## config.mk

```make
export PLATFORM = sky130hd
export DESIGN_NAME = frame_src_arbiter
export DESIGN_NICKNAME = d
export VERILOG_FILES = /design/src/rtl/frame_src_arbiter_pkg.sv /design/src/rtl/frame_src_arbiter_uart_activity_timer.sv /design/src/rtl/frame_src_arbiter.sv
export SDC_FILE = /design/constraint.sdc
export NUM_CORES = 2
export LEC_CHECK = 0
export CAP_MARGIN = 20
export CORE_AREA = 2 2 608 610
export DETAILED_ROUTE_END_ITERATION = 7
export DIE_AREA = 0 0 610 612
export GPL_TIMING_DRIVEN = 0
export PLACE_DENSITY_LB_ADDON = 0.1
export SYNTH_ARGS = -nofsm -noshare
export SYNTH_HDL_FRONTEND = slang
export SYNTH_HIERARCHICAL = 1
export SYNTH_SLANG_ARGS = --single-unit
export TNS_END_PERCENT = 100
```

## constraint.sdc

```tcl
create_clock -name clk -period 3.2 [get_ports clk]
set_clock_uncertainty 0.2 [all_clocks]
set_input_delay 0.32 -clock clk [delete_from_list [all_inputs] [get_ports clk]]
set_output_delay 0.32 -clock clk [all_outputs]
set_load 0.05 [all_outputs]
```

## src/rtl/frame_src_arbiter_pkg.sv

```systemverilog
// Shared constants for the frame source arbiter: display-mode and owner encodings, frame width.
// The auto-fallback feature is selected at build time with the ARB_AUTO_FALLBACK_EN macro.
package frame_src_arbiter_pkg;

  localparam int FRAME_W = 512;

  localparam logic [1:0] STATIC_MODE = 2'b00;
  localparam logic [1:0] AUTO_MODE   = 2'b01;
  localparam logic [1:0] GEN_MODE    = 2'b10;
  localparam logic [1:0] UART_MODE   = 2'b11;

  // Owner encoding is shared with frame_buffer and the top level.
  typedef enum logic [1:0] {
    OWN_NONE = 2'b00,
    OWN_GEN  = 2'b10,
    OWN_UART = 2'b11
  } owner_e;

  function automatic logic is_owner(input owner_e cur, input owner_e who);
    return cur == who;
  endfunction

endpackage

```

## src/rtl/frame_src_arbiter_uart_activity_timer.sv

```systemverilog
// Saturating idle counter: reports UART as alive until TIMEOUT cycles pass without a handshake.
// Only instantiated when ARB_AUTO_FALLBACK_EN is defined.
module uart_activity_timer #(
  parameter int unsigned TIMEOUT = 100_000_000
) (
  input  logic clk,
  input  logic resetn,
  input  logic uart_hs,
  output logic uart_alive
);

  localparam int CW = $clog2(TIMEOUT + 1);
  localparam logic [CW-1:0] LIMIT = CW'(TIMEOUT);

  logic [CW-1:0] idle_cnt;

  // Reset to LIMIT so the UART is considered silent until it proves otherwise.
  always_ff @(posedge clk or negedge resetn) begin
    if (!resetn) begin
      idle_cnt <= LIMIT;
    end else if (uart_hs) begin
      idle_cnt <= '0;
    end else if (idle_cnt != LIMIT) begin
      idle_cnt <= idle_cnt + CW'(1);
    end
  end

  assign uart_alive = idle_cnt < LIMIT;

endmodule

```

## src/rtl/frame_src_arbiter.sv

```systemverilog
// Grants the single frame path to UART or generator by display_mode and releases one
// buffered frame per Display sync. Build option: ARB_AUTO_FALLBACK_EN enables auto mode.
module frame_src_arbiter
  import frame_src_arbiter_pkg::*;
#(
  parameter int unsigned UART_TIMEOUT = 100_000_000,
  parameter int          CNT_W        = 32
) (
  input  logic               clk,
  input  logic               resetn,
  input  logic [1:0]         display_mode,
  input  logic               sync,
  input  logic [FRAME_W-1:0] uart_frame_flat,
  input  logic               uart_valid,
  output logic               uart_ready,
  input  logic [FRAME_W-1:0] gen_frame_flat,
  input  logic               gen_valid,
  output logic               gen_ready,
  output logic [FRAME_W-1:0] frame_cube_flat,
  output logic               frame_valid,
  output logic [1:0]         owner,
  output logic [CNT_W-1:0]   frame_cnt
);

  owner_e             owner_q;
  owner_e             owner_d;
  owner_e             target;
  logic               owner_change;

  logic               full_q;
  logic [FRAME_W-1:0] slot_q;
  logic [FRAME_W-1:0] cube_q;
  logic               valid_q;
  logic [CNT_W-1:0]   cnt_q;

  logic               own_valid;
  logic [FRAME_W-1:0] own_data;
  logic               capture;
  logic               release_frame;

`ifdef ARB_AUTO_FALLBACK_EN
  logic uart_alive;

  uart_activity_timer #(
    .TIMEOUT (UART_TIMEOUT)
  ) u_uart_timer (
    .clk        (clk),
    .resetn     (resetn),
    .uart_hs    (uart_valid & uart_ready),
    .uart_alive (uart_alive)
  );
`endif

  always_comb begin
    target = OWN_NONE;
    case (display_mode)
      GEN_MODE:  target = OWN_GEN;
      UART_MODE: target = OWN_UART;
`ifdef ARB_AUTO_FALLBACK_EN
      AUTO_MODE: target = uart_alive ? OWN_UART : OWN_GEN;
`else
      AUTO_MODE: target = OWN_NONE;
`endif
      default:   target = OWN_NONE;
    endcase
  end

  // Owner FSM: state register.
  always_ff @(posedge clk or negedge resetn) begin
    if (!resetn) begin
      owner_q <= OWN_NONE;
    end else begin
      owner_q <= owner_d;
    end
  end

  // Owner FSM: next state. Grants only move on a frame boundary so switches never tear.
  always_comb begin
    owner_d = owner_q;
    if (sync && (target != owner_q)) begin
      owner_d = target;
    end
  end

  assign owner_change = owner_d != owner_q;

  // Owner FSM: outputs.
  // Handshake: a frame transfers in a cycle where valid && ready. Ready depends only on
  // registered state (owner, full); the owner sees ready = ~full, every other source sees
  // ready = 1 and its frames are dropped, so no source ever stalls on a non-owned path.
  always_comb begin
    owner      = owner_q;
    uart_ready = !(is_owner(owner_q, OWN_UART) && full_q);
    gen_ready  = !(is_owner(owner_q, OWN_GEN) && full_q);
    own_valid  = 1'b0;
    own_data   = gen_frame_flat;
    case (owner_q)
      OWN_GEN: begin
        own_valid = gen_valid;
        own_data  = gen_frame_flat;
      end
      OWN_UART: begin
        own_valid = uart_valid;
        own_data  = uart_frame_flat;
      end
      default: begin
        own_valid = 1'b0;
        own_data  = gen_frame_flat;
      end
    endcase
  end

  assign capture       = own_valid && !full_q;
  assign release_frame = sync && full_q && !owner_change;

  // A change of owner drops whatever was pending, including a same-cycle capture.
  always_ff @(posedge clk or negedge resetn) begin
    if (!resetn) begin
      full_q <= 1'b0;
      slot_q <= '0;
    end else if (owner_change) begin
      full_q <= 1'b0;
    end else if (release_frame) begin
      full_q <= 1'b0;
    end else if (capture) begin
      full_q <= 1'b1;
      slot_q <= own_data;
    end
  end

  always_ff @(posedge clk or negedge resetn) begin
    if (!resetn) begin
      cube_q  <= '0;
      valid_q <= 1'b0;
      cnt_q   <= '0;
    end else begin
      valid_q <= release_frame;
      if (owner_change) begin
        cnt_q <= '0;
      end else if (release_frame) begin
        cube_q <= slot_q;
        cnt_q  <= cnt_q + CNT_W'(1);
      end
    end
  end

  assign frame_cube_flat = cube_q;
  assign frame_valid     = valid_q;
  assign frame_cnt       = cnt_q;

endmodule

```

==> flow_metrics.env <==
export IMPL_status="complete, no violations"
export IMPL_crit_end="slot_q[297]"
export IMPL_portBuffers=1579
export IMPL_ir_drop_uv=371.4
export IMPL_seqCellArea_mm2=0.02653
export IMPL_post_route_drc_count=0
export IMPL_finalHoldViolations=0
export IMPL_pwr_density_cell_mw_per_mm2=895.2
export IMPL_startpoint_type="register"
export IMPL_clock_root_buffer="clkbuf_16"
export IMPL_area_delta_synth_final_pct=73.00
export IMPL_avgRoutedWirePerCell_um=26.88
export IMPL_yosysUniqueCellTypes=34
export IMPL_hold_start="gen_frame_flat[95]"
export IMPL_ys_flop_type="dfrtp_1"
export IMPL_synth_top_area_frac=0.5799
export IMPL_synth_edf_count=0
export IMPL_syn_area_per_cell_um2=15.58
export IMPL_grt_pass1_vias=37720
export IMPL_reg2regPathDepth=6
export IMPL_max_cap_violations=0
export IMPL_syn_inst=2936
export IMPL_die_y_um=612
export IMPL_crit_family="buffers and inverters"
export IMPL_cp_num_cells=6
export IMPL_reg2reg_slack_ns=0.16
export IMPL_hp_class="primary input to register"
export IMPL_drive_above_1_share=0.3590
export IMPL_rsz0062_at_grt="no"
export IMPL_r2r_end="slot_q[297]"
export IMPL_postSynth_asyncResetShare=1.000
export IMPL_vias=34610
export IMPL_max_freq_mhz=328.4
export IMPL_clock_latency_ns=0.84
export IMPL_critical_path_class="register to register"
export IMPL_wirelength_um=275800
export IMPL_grt_max_degree=160
export IMPL_tritoncts="done"
export IMPL_n_fill_cell=39350
export IMPL_finalSetupTns_ns=0
export IMPL_ys_top_cells_by_area="dfrtp_1 58%, mux2_2 38%, buf_4 0.79%"
export IMPL_clkSlewWorstSetupHoldPaths_ns=0.06
export IMPL_cp_max_fo=10
export IMPL_cts_htree_levels=4
export IMPL_finalPower_mw=70.83
export IMPL_overflow=0
export IMPL_end_kind="register"
export IMPL_drtPass1Iterations=4
export IMPL_synth_largest_area_cell="dfrtp_1"
export IMPL_syn_area_mm2=0.04574
export IMPL_placementRows=223
export IMPL_cp_common_cell="mux2_2"
export IMPL_crit_buf_inv=3
export IMPL_die_area_mm2=0.3733
export IMPL_whs_ns=0.08157
export IMPL_max_stage_delay_ns=0.62
export IMPL_startpoint="owner[0]"
export IMPL_cp_required_ns=3.72
export IMPL_nNetsFinal=6299
export IMPL_cp_arrival_ns=3.57
export IMPL_relSlewSlack=0.3415
export IMPL_max_slew_worst_pin_slew_ns=0.9878
export IMPL_core_area_mm2=0.3672
export IMPL_synth_seq_cells=1060
export IMPL_drt_initial_drc_count=1197
export IMPL_p_leak_nw=31.27
export IMPL_setup_viol_count_final=0
export IMPL_min_period_ns=3.045
export IMPL_yosysSeqAreaShare=0.5799
export IMPL_cp_slowest_cell="clkbuf_1"
export IMPL_numClockSinks=1060
export IMPL_clock_path_buffers=4
export IMPL_die_width_um=610
export IMPL_place_congestion=0.8724
export IMPL_hpwlAfterDp_um=226900
export IMPL_grt_pass1_wl_um=360100
export IMPL_synth_warnings=6
export IMPL_post_route_period_util=0.9515
export IMPL_numCtsBuffers=153
export IMPL_synth_net_count=3968
export IMPL_multi_input_area_mm2=0.01829
export IMPL_ant_nets=0
export IMPL_grt_usage=0.1432
export IMPL_path_cells="nand2_4, buf_12, clkbuf_2, clkbuf_1, mux2_2, mux2_2"
export IMPL_vias_per_cell=3.373
export IMPL_rr_startpoint="owner[0]"
export IMPL_drv_slew=0
export IMPL_ios=1580
export IMPL_antenna_found_initial=181
export IMPL_start_util=0.1246
state kept, by name (all words and copies together) (netlist names):
signal	cells
owner	2
frame_cube_flat	512
full_q	1
frame_valid	1
frame_cnt	32
slot_q	512
report_power, final:
part           internal [mW]  switching, mW
Clock                   10.7           7.04
Sequential              19.2           2.91
Combinational           11.9           19.1
Total                   41.7           29.1
cells by family after synthesis:
group | synth area share
muxes | 0.3787
DFF | 0.5799
buffers and inverters | 0.02068
and+or+nand+nor | 0.01253
AOI/OAI and AO/OA | 0.005608
xor gates and xnor gates | 0.002298
adders and majority gates | 0.0002735
synth_stat cells (all sizes together) (2+ instances only):
master / n
a21oi: 22
and2: 2
and3: 5
and4: 3
buf: 114
clkbuf: 64
dfrtp: 1060
inv: 4
mux2: 1538
nand2: 16
nand3: 10
nand3b: 2
nand4: 13
nor2: 14
nor4: 4
o21ai: 13
o31ai: 6
o41ai: 3
or2: 2
or3: 12
or4: 9
xnor2: 7
xor2: 5
worst register-to-register path, cell delays in order, from the launching register on:
cell      delay (ns)
dfrtp_1         0.50
nand2_4         0.23
buf_12          0.20
clkbuf_2        0.43
clkbuf_1        0.63
mux2_2          0.47
mux2_2          0.28
through the flow:
step	utilization	setup slack (ns)	cells	area, um^2
5_1_grt	0.2154	0.01012	10250	79090
6_report	0.2155	0.1553	10260	79130
3_5_place_dp	0.1853	-0.8359	9371	68040
2_1_floorplan	-	0.6430	2936	45740
3_3_place_gp	0.1841	-53.96	9352	67590
4_1_cts	0.2152	0.006427	10220	79000
cell usage in the layout (no fill, tap or decap), types with 3 or more instances in the layout:
cell type / netlist / final
clkinv_2: 0 / 21
a21oi_1: 22 / 21
clkinvlp_4: 0 / 4
clkdlybuf4s50_1: 0 / 1578
buf_16: 0 / 10
nor4_1: 4 / 4
o31ai_1: 6 / 6
inv_1: 4 / 4
or3_1: 12 / 12
o21ai_0: 12 / 11
and3_1: 5 / 5
clkbuf_1: 64 / 88
nand4_1: 12 / 12
buf_2: 66 / 60
o41ai_1: 3 / 3
and4_1: 3 / 3
nand2_1: 16 / 15
clkinv_8: 0 / 3
inv_6: 0 / 4
nand3_1: 10 / 10
or4_1: 9 / 9
xor2_1: 5 / 5
dfrtp_1: 1060 / 1060
diode_2: 0 / 37
buf_8: 0 / 8
clkbuf_8: 0 / 30
clkbuf_2: 0 / 14
nor2_1: 14 / 14
buf_4: 48 / 53
xnor2_1: 7 / 7
clkbuf_16: 0 / 156
mux2_2: 1538 / 1538
dlygate4sd3_1: 0 / 575
buf_12: 0 / 4
bufinv_16: 0 / 13
cell type report:
type / instances / share of cell area
repair buffers: 2176 / 0.2787
diodes: 37 / 0.001170
well taps: 4837 / 0.07649
plain buffers: 178 / 0.01222
flip-flops and latches: 1060 / 0.3352
clock buffers: 223 / 0.05604
clock inverters: 50 / 0.008808
inverters: 4 / 0.0001898
multi-input cells: 1694 / 0.2312
how the worst min path moves through the flow:
stage	endpoint	slack (ns)	depth (start not counted)
final	slot_q[95]	0.08	3
after global routing	slot_q[191]	0.03	3
after CTS	slot_q[79]	0.0002	3
after detailed placement	slot_q[75]	-0.01	1
after global placement	frame_cube_flat[307]	0.28	1
after floorplan	frame_cnt[0]	-0.18	0
per-layer routing:
layer  up-vias  global-route usage  routed length (um)
li1      15370                   -                   -
met1     17580              0.1496               99290
met2      1124              0.2769              150900
met3       480             0.04178               18120
met4        62             0.03451                7078
met5         -                   0                 404
what timing repair did:
item / CTS / global route
setup buffers: 1 / 0
cloned: 0 / 1
endpoints found under the setup margin: 995 / 264
pin swaps: 1 / 0
hold buffers: 576 / 0
hold endpoints to repair: 610 / 0
gates resized for setup: 20 / 8
Note: power is estimated with default switching activity, not from simulation.
